==> src/rtl/pixel_scorer_if.sv <==
// Pixel-stream and distance-BRAM signals between a raster source and pixel_scorer.
// The master side drives pixels and returns BRAM data; the slave side is the scorer.
interface pixel_scorer_if #(
  parameter int unsigned HRES            = 320,
  parameter int unsigned VRES            = 180,
  parameter int unsigned MAX_PIXEL_SCORE = 7
);
  localparam int unsigned HW     = $clog2(HRES);
  localparam int unsigned VW     = $clog2(VRES);
  localparam int unsigned AW     = $clog2(HRES * VRES);
  localparam int unsigned PWIDTH = $clog2(MAX_PIXEL_SCORE);

  logic              start_in;
  logic              valid_in;
  logic [HW-1:0]     hcount_in;
  logic [VW-1:0]     vcount_in;
  logic              skeleton_bit_in;
  logic [AW-1:0]     dist_addr_out;
  logic [4:0]        dist_data_in;
  logic              valid_out;
  logic              skeleton_bit_out;
  logic [PWIDTH:0]   pixel_score_out;
  logic              is_last_pixel_out;
  logic              busy_out;

  modport slave (
    input  start_in, valid_in, hcount_in, vcount_in, skeleton_bit_in, dist_data_in,
    output dist_addr_out, valid_out, skeleton_bit_out, pixel_score_out, is_last_pixel_out,
           busy_out
  );

  modport master (
    output start_in, valid_in, hcount_in, vcount_in, skeleton_bit_in, dist_data_in,
    input  dist_addr_out, valid_out, skeleton_bit_out, pixel_score_out, is_last_pixel_out,
           busy_out
  );
endinterface

==> src/rtl/pixel_scorer.sv <==
// Scores one armed frame: looks up each pixel's distance to the model skeleton in a
// 2-cycle BRAM and emits a clamped score 4 cycles after the pixel was accepted.
module pixel_scorer #(
  parameter int unsigned HRES            = 320,
  parameter int unsigned VRES            = 180,
  parameter int unsigned MAX_PIXEL_SCORE = 7
) (
  input  logic          clk_in,
  input  logic          rst_in,
  pixel_scorer_if.slave bus
);
  localparam int unsigned HW     = $clog2(HRES);
  localparam int unsigned VW     = $clog2(VRES);
  localparam int unsigned AW     = $clog2(HRES * VRES);
  localparam int unsigned PWIDTH = $clog2(MAX_PIXEL_SCORE);
  localparam int unsigned SW     = PWIDTH + 1;
  localparam logic [HW-1:0] HLAST = HW'(HRES - 1);
  localparam logic [VW-1:0] VLAST = VW'(VRES - 1);

  typedef enum logic [1:0] {StIdle, StArmed, StScan, StDrain} state_e;

  state_e          r_state, w_state_next;
  logic            w_in_range, w_origin, w_corner, w_accept;
  logic [AW-1:0]   w_addr, r_addr;
  logic [4:0]      w_dist_q;
  logic [SW-1:0]   w_score, r_score;
  logic            r_v1, r_v2, r_v3;
  logic            r_s1, r_s2, r_s3;
  logic            r_l1, r_l2, r_l3;
  logic            r_valid_out, r_skel_out, r_last_out;

  assign w_in_range = bus.valid_in && (bus.hcount_in <= HLAST) && (bus.vcount_in <= VLAST);
  assign w_origin   = (bus.hcount_in == '0) && (bus.vcount_in == '0);
  assign w_corner   = (bus.hcount_in == HLAST) && (bus.vcount_in == VLAST);
  assign w_addr     = AW'(bus.vcount_in) * AW'(HRES) + AW'(bus.hcount_in);

  // Quarter-resolution distance, saturated at the clamp value.
  assign w_dist_q = bus.dist_data_in >> 2;
  assign w_score  = (32'(w_dist_q) > MAX_PIXEL_SCORE) ? SW'(MAX_PIXEL_SCORE) : SW'(w_dist_q);

  always_comb begin
    w_state_next = r_state;
    w_accept     = 1'b0;
    unique case (r_state)
      StIdle: begin
        if (bus.start_in) w_state_next = StArmed;
      end
      StArmed: begin
        if (bus.valid_in && w_origin) begin
          w_accept     = 1'b1;
          w_state_next = StScan;
        end
      end
      StScan: begin
        if (w_in_range) begin
          w_accept = 1'b1;
          if (w_corner) w_state_next = StDrain;
        end
      end
      StDrain: begin
        // Leave only after the last pixel has been emitted; start_in is not looked at here.
        if (r_last_out) w_state_next = StIdle;
      end
      default: w_state_next = StIdle;
    endcase
  end

  always_ff @(posedge clk_in or posedge rst_in) begin
    if (rst_in) begin
      r_state     <= StIdle;
      r_addr      <= '0;
      r_v1        <= 1'b0;
      r_v2        <= 1'b0;
      r_v3        <= 1'b0;
      r_s1        <= 1'b0;
      r_s2        <= 1'b0;
      r_s3        <= 1'b0;
      r_l1        <= 1'b0;
      r_l2        <= 1'b0;
      r_l3        <= 1'b0;
      r_valid_out <= 1'b0;
      r_skel_out  <= 1'b0;
      r_last_out  <= 1'b0;
      r_score     <= '0;
    end else begin
      r_state <= w_state_next;
      if (w_accept) r_addr <= w_addr;
      r_v1        <= w_accept;
      r_s1        <= w_accept && bus.skeleton_bit_in;
      r_l1        <= w_accept && w_corner;
      r_v2        <= r_v1;
      r_s2        <= r_s1;
      r_l2        <= r_l1;
      // Stage 3 lines up with the BRAM data for the address issued two cycles earlier.
      r_v3        <= r_v2;
      r_s3        <= r_s2;
      r_l3        <= r_l2;
      r_valid_out <= r_v3;
      r_skel_out  <= r_s3;
      r_last_out  <= r_l3;
      r_score     <= r_v3 ? w_score : '0;
    end
  end

  assign bus.dist_addr_out     = r_addr;
  assign bus.valid_out         = r_valid_out;
  assign bus.skeleton_bit_out  = r_skel_out;
  assign bus.is_last_pixel_out = r_last_out;
  assign bus.pixel_score_out   = r_score;
  assign bus.busy_out          = (r_state != StIdle);
endmodule

==> src/flat_wrapper.sv <==
// flat-port wrapper written by rule: the top's interface ports become plain ports
module pixel_scorer_flat 
#(
  parameter int unsigned HRES            = 320,
  parameter int unsigned VRES            = 180,
  parameter int unsigned MAX_PIXEL_SCORE = 7
)
  (clk_in, rst_in, bus_start_in, bus_valid_in, bus_hcount_in, bus_vcount_in, bus_skeleton_bit_in, bus_dist_data_in, bus_dist_addr_out, bus_valid_out, bus_skeleton_bit_out, bus_pixel_score_out, bus_is_last_pixel_out, bus_busy_out);
  pixel_scorer_if #(.HRES(HRES), .VRES(VRES), .MAX_PIXEL_SCORE(MAX_PIXEL_SCORE)) bus_i ();
  input  logic clk_in;
  input  logic rst_in;
  input wire logic [$bits(bus_i.start_in)-1:0] bus_start_in;
  input wire logic [$bits(bus_i.valid_in)-1:0] bus_valid_in;
  input wire logic [$bits(bus_i.hcount_in)-1:0] bus_hcount_in;
  input wire logic [$bits(bus_i.vcount_in)-1:0] bus_vcount_in;
  input wire logic [$bits(bus_i.skeleton_bit_in)-1:0] bus_skeleton_bit_in;
  input wire logic [$bits(bus_i.dist_data_in)-1:0] bus_dist_data_in;
  output wire logic [$bits(bus_i.dist_addr_out)-1:0] bus_dist_addr_out;
  output wire logic [$bits(bus_i.valid_out)-1:0] bus_valid_out;
  output wire logic [$bits(bus_i.skeleton_bit_out)-1:0] bus_skeleton_bit_out;
  output wire logic [$bits(bus_i.pixel_score_out)-1:0] bus_pixel_score_out;
  output wire logic [$bits(bus_i.is_last_pixel_out)-1:0] bus_is_last_pixel_out;
  output wire logic [$bits(bus_i.busy_out)-1:0] bus_busy_out;
  assign bus_i.start_in = bus_start_in;
  assign bus_i.valid_in = bus_valid_in;
  assign bus_i.hcount_in = bus_hcount_in;
  assign bus_i.vcount_in = bus_vcount_in;
  assign bus_i.skeleton_bit_in = bus_skeleton_bit_in;
  assign bus_i.dist_data_in = bus_dist_data_in;
  assign bus_dist_addr_out = bus_i.dist_addr_out;
  assign bus_valid_out = bus_i.valid_out;
  assign bus_skeleton_bit_out = bus_i.skeleton_bit_out;
  assign bus_pixel_score_out = bus_i.pixel_score_out;
  assign bus_is_last_pixel_out = bus_i.is_last_pixel_out;
  assign bus_busy_out = bus_i.busy_out;
  pixel_scorer #(.HRES(HRES), .VRES(VRES), .MAX_PIXEL_SCORE(MAX_PIXEL_SCORE)) u_core (.clk_in(clk_in), .rst_in(rst_in), .bus(bus_i));
endmodule
==> config.mk <==
export PLATFORM = sky130hd
export DESIGN_NAME = pixel_scorer_flat
export DESIGN_NICKNAME = d
export VERILOG_FILES = /design/src/rtl/pixel_scorer_if.sv /design/src/rtl/pixel_scorer.sv /design/src/flat_wrapper.sv
export SDC_FILE = /design/constraint.sdc
export NUM_CORES = 1
export LEC_CHECK = 0
export BUFFER_PORTS_ARGS = -buffer_cell sky130_fd_sc_hd__buf_2
export CAP_MARGIN = 10
export CORE_ASPECT_RATIO = 0.6
export CORE_MARGIN = 5
export CORE_UTILIZATION = 50
export DETAILED_ROUTE_END_ITERATION = 8
export PLACE_DENSITY = 0.8
export SYNTH_ARGS = -nofsm -noshare
export SYNTH_HDL_FRONTEND = slang
export SYNTH_SLANG_ARGS = --single-unit
==> constraint.sdc <==
create_clock -name clk_in -period 3.2 [get_ports clk_in]
set_input_delay 0.16 -clock clk_in [delete_from_list [all_inputs] [get_ports clk_in]]
set_output_delay 0.16 -clock clk_in [all_outputs]
set_load 0.05 [all_outputs]
Word-level counts from Yosys, hierarchy flattened
Cells that the tools add are included.

Bits in registers: 34. Input port bits: 27. Output and inout port bits: 24. Word-level logic and storage cells: 53.

Add/subtract/negate cells: 1. $mul: 1. Magnitude comparators: 3. Eq/ne operators: 10. Multiplexer cells: 11. Reduce and logical (&&, ||, !) cells: 12.

Operators by type and width (count): 16-bit by 9-bit adder with 16-bit output (1); 8-bit by 3-bit multiplier with 10-bit output (second input constant) (1); 2-bit 2-to-1 mux (5); 9-bit equality test (second input constant) (1); 9-bit less-or-equal comparator (second input constant) (1); 9-bit logical NOT (1); 8-bit equality test (second input constant) (1); 8-bit less-or-equal comparator (second input constant) (1); 8-bit logical NOT (1); 2-bit by 1-bit inequality test with 1-bit output (second input constant) (4); 2-bit one-hot mux with 4 select lines (1); 1-bit logical AND (7); 5-bit AND reduction (1); 2-bit equality test (second input constant) (2); 4-bit 2-to-1 mux (1); 3-bit greater-than comparator (second input constant) (1); 3-bit 2-to-1 mux (1); 2-bit by 1-bit equality test with 1-bit output (second input constant) (1); 2-bit logical NOT (1); 1-bit 2-to-1 mux (2); 2-bit inequality test (second input constant) (1); 1-bit one-hot mux with 2 select lines (1); 2-bit nonzero test (1).

Depth between registers and ports, before layout
Depth after elaboration: 6. Mapped depth: 8. Mapped depth without buffers: 8.

Worst setup path before layout
OpenSTA, ideal clock, no wires.

Kind: input port to flip-flop. From: in bus_vcount_in[1]. To: reg u_core.r_addr[14] (netlist: u_core.bus.dist_addr_out[14]). Library setup time: 0.082 ns. Arrival: 2.419 ns. Data required time: 3.118 ns. Path slack: 0.699 ns. Cell stages on the path: 8. Buffers on the path: 0. Path through: ha_1 -> ha_1 -> fa_1 -> a211oi_1 -> nor2_1 -> or3_1 -> or4_1 -> a31oi_1.

Longest elaborated chain between the ends: 5. Elaborated cells on any way between the ends: 10. Classes of those cells: add/sub (1); mul (1); order compare (1); mux (3); reduce/logical (4).

Ends and longest elaborated chain: start: declaration (line flat_wrapper.sv:15) `input wire logic [$bits(bus_i.vcount_in)-1:0] bus_vcount_in;`; branches (longest 5 deep; another with 16-bit by 9-bit adder with 16-bit output); end signal: assignment (line pixel_scorer.sv:87) `if (w_accept) r_addr <= w_addr;`; end: declaration (line pixel_scorer.sv:24) `logic [AW-1:0] w_addr, r_addr;`.

Parallel ways; which one is timed is not known. A chain may end at the register's enable or synchronous reset.

Worst setup path after layout
Ends and elaborated chain as after synthesis.

==> impl_results.md <==
* Synth top area share at 42.6%
* Syn. warnings at 0
* Net load switching power at 0.909 mW
* Avg WL per Cell at 15.6 um
* Layout fillers at 322
* Grt ovf at 0
* Setup TNS at 0 ns
* Syn nets at between 200 and 250
* First-pass GRT wire length at 7040 um
* Hold Slack at around 0.08 ns
* Worst R2R Start: u_core.r_state[0]
* Rel. slew slack at 37.0%
* H-tree depth at 2
* DR vias/cell at 5.45
* Gp weighted congestion at 0.799
* WP data required at 3.40 ns
* Reg-to-reg setup timing slack at 1.27 ns
* Drt first pass iters at 4
* Synth-to-Final Area Change at 20.5%
* Worst-Skew Late Latency at 0.28 ns
* Clock Path Buffers at 2
* Crit start category: primary input
* Post-Synth Simple-Gate Area at 15.0%
* Drt first-iter violations at 25
* Inserted Clock Buffers at 5
* Synth area leader: dfrtp_1
* Site Rows at 17
* Detailed Place HPWL at 3340 um
* Final wirelength at 4180 um
* Multi-input logic area at 1040 sq um
* Most common cell after layout, fill and taps aside: buf_2
* Detail Route Antenna Nets at 0
* Crit path max fanout at 5
* Initial core utilization at 52.4%
* Largest family of logic cells by synthesized area: simple AND/OR/NAND/NOR gates
* Sw frac at 45.0%
* Area share of fa/ha/maj cells after synthesis at 15.0%
* Final Critical Period at 2.63 ns
* Top post-synthesis cells by area: dfrtp_1, ha_1, mux2_2
* Cell internal pwr at 1.11 mW
* Root Driver: clkbuf_8
* Vias in the first global route at about 1500
* Number of diodes at 0
* Skew final at 0.00194 ns
* Worst r2r path cells at 7
* Post-CTS Resized at 0
* Die X-Extent at 90.4 um
* R2r endpoint: u_core.bus.dist_addr_out[11]
* Layout cells sized above 1 at 35.7%
* Die height at just under 60 um
* Fmax at 381 MHz
* Layout Nets at 269
* Yosys cell types at 52
* Peak supply drop at 0.000562 V
* Max-slew violations at 0
* Post-Syn Area at between 1500 and 2000 sq um
* IO Count at 51
* Initial antenna violation count at 0
* Core Region at 3700 sq um
* CTS tree: built
* RSZ-0062 raised after global routing: false
* Clock Power Share at between 15 and 20%
* XOR/XNOR Fraction of Synth Area at 2.71%
* Most frequent cells in the layout: buf_2, dfrtp_1, ha_1
* Setup violators final at 0
* Die area at 5260 sq um
* Cells after Synth at ~170
* Post-place setup slack at 0.327 ns
* Post-synth EDFFs at 0
* Largest net degree at the start of global routing at 28
* Post-layout util at 63.1%
* Tot GR Track Use at between 10% and 20%
* Pleak at between 1 and 1.5 nW
* Kind of critical path: primary input to flip-flop
* Slew at the pin closest to its max-slew limit at 0.944 ns
* Setup bufs post-CTS at 0
* Fin crit share at between 80% and 90%
* FF/Latch Area at 826 sq um
* Reg clk slew, reported paths at around 0.060 ns
* Clock sink total at 33
* Outcome: finished, final reports clean
* Worst Path Arrival at 2.83 ns
* Sequential area share after synthesis at between 40% and 50%
* Seq pwr share at 30.3%
* Max cap viols at 0
* Mux cell area share after synthesis at under 10%
* Critical Path End Type: flip-flop
* Final Worst Setup Slack at about 0.57 ns
* Ys async rst share at 100%
* CTS Hold Bufs at 0
* Main synth FF type: dfrtp_1
* Vias at 1461
* DRC violation count after routing at 0
* Pwr Total at 2.02 mW
* Hold crit path type: primary input to asynchronous set/reset pin
* FF+latch count, synth at 33
* Final hold vios at 0
* Mean post-synth cell area at 11.7 sq um
* Power Density at 865 nW/um^2
* PortBufs at 47
* Combinational share of power at 50.1%
* Compound-gate portion of the synthesized area at 13.3%
-- synthesized netlist by cell type (2+ instances only) --
library cell,count
dfrtp_1,33
mux2_4,3
and3_1,3
o22ai_1,2
nor3_1,2
nand4_1,4
xor2_1,2
nand2b_1,2
a21o_1,2
nor2b_1,4
inv_1,9
a211o_1,2
and2_1,4
xnor2_1,4
nand3_1,2
nand2_1,2
a21oi_1,11
a31oi_1,2
nor2_1,5
mux2_2,9
nor4_1,3
or4_1,2
ha_1,20
fa_1,2
o21ai_0,4
nor3b_1,2
-- worst max-delay path, stage by stage --
cell and delay (ns):
buf_2 0.14, ha_1 0.31, ha_1 0.22, fa_1 0.40, a211oi_1 0.46, nor2_1 0.12
or3_1 0.38, or4_1 0.43, a31oi_1 0.19
-- metal layers --
layer  track usage (%)  vias to the layer above  part of all wire, %
met5                 0                        -                    0
met4              4.46                        0                  1.1
met3              5.06                        8                  6.3
met2              27.0                       44                   44
met1              22.3                      687                   49
li1                  -                      722                    -
-- kinds of logic (layout without fill, tap and decap cells) --
kind of cell,after synthesis,in the layout
and+or+nand+nor,44,44
AOI/OAI and AO/OA,36,36
DFF,33,33
adders and majority gates,22,22
muxes,12,12
buffers and inverters,12,67
xor gates and xnor gates,6,6
other,1,1
-- through the flow --
step,instances,cell area (sq um)
after floorplan,166,1940
after global placement,260,2220
after detailed placement,260,2220
after CTS,268,2340
after global routing,268,2340
final,268,2340
-- power groups by stage --
stage	sequential (mW)	combinational, mW	clock [mW]
2_1_floorplan	0.973	0.415	0
3_3_place_gp	0.611	0.996	0
3_5_place_dp	0.620	1.01	0
4_1_cts	0.614	1.02	0.402
5_1_grt	0.633	1.08	0.423
6_report	0.613	1.01	0.397
-- final cells by class --
| cell class | count | share of cell area (%) |
|---|---|---|
| inverters | 10 | 1.82 |
| clock buffers | 7 | 3.70 |
| repair buffers | 49 | 10.7 |
| multi-input cells | 121 | 44.6 |
| flip-flops and latches | 33 | 35.4 |
| well taps | 47 | 2.52 |
| clock inverters | 1 | 1.29 |
-- how the worst max path moves through the flow --
stage | start | endpoint | depth (start not counted)
floorplan | bus_vcount_in[1] | u_core.bus.dist_addr_out[14] | 8
global placement | bus_vcount_in[1] | u_core.bus.dist_addr_out[14] | 9
detailed placement | bus_vcount_in[1] | u_core.bus.dist_addr_out[14] | 9
CTS | bus_vcount_in[1] | u_core.bus.dist_addr_out[14] | 9
global route | bus_vcount_in[1] | u_core.bus.dist_addr_out[14] | 9
finish | bus_vcount_in[1] | u_core.bus.dist_addr_out[14] | 9
-- registers in the layout (all words and copies together) (netlist names) --
signal                        cells
u_core.bus.valid_out              1
u_core.r_s1                       1
u_core.r_v3                       1
u_core.r_s2                       1
u_core.bus.dist_addr_out         16
u_core.bus.is_last_pixel_out      1
u_core.r_s3                       1
u_core.r_l2                       1
u_core.r_l1                       1
u_core.r_v2                       1
u_core.r_state                    2
u_core.r_l3                       1
u_core.bus.pixel_score_out        3
u_core.bus.skeleton_bit_out       1
u_core.r_v1                       1
Power figures use the tool's default switching activity.
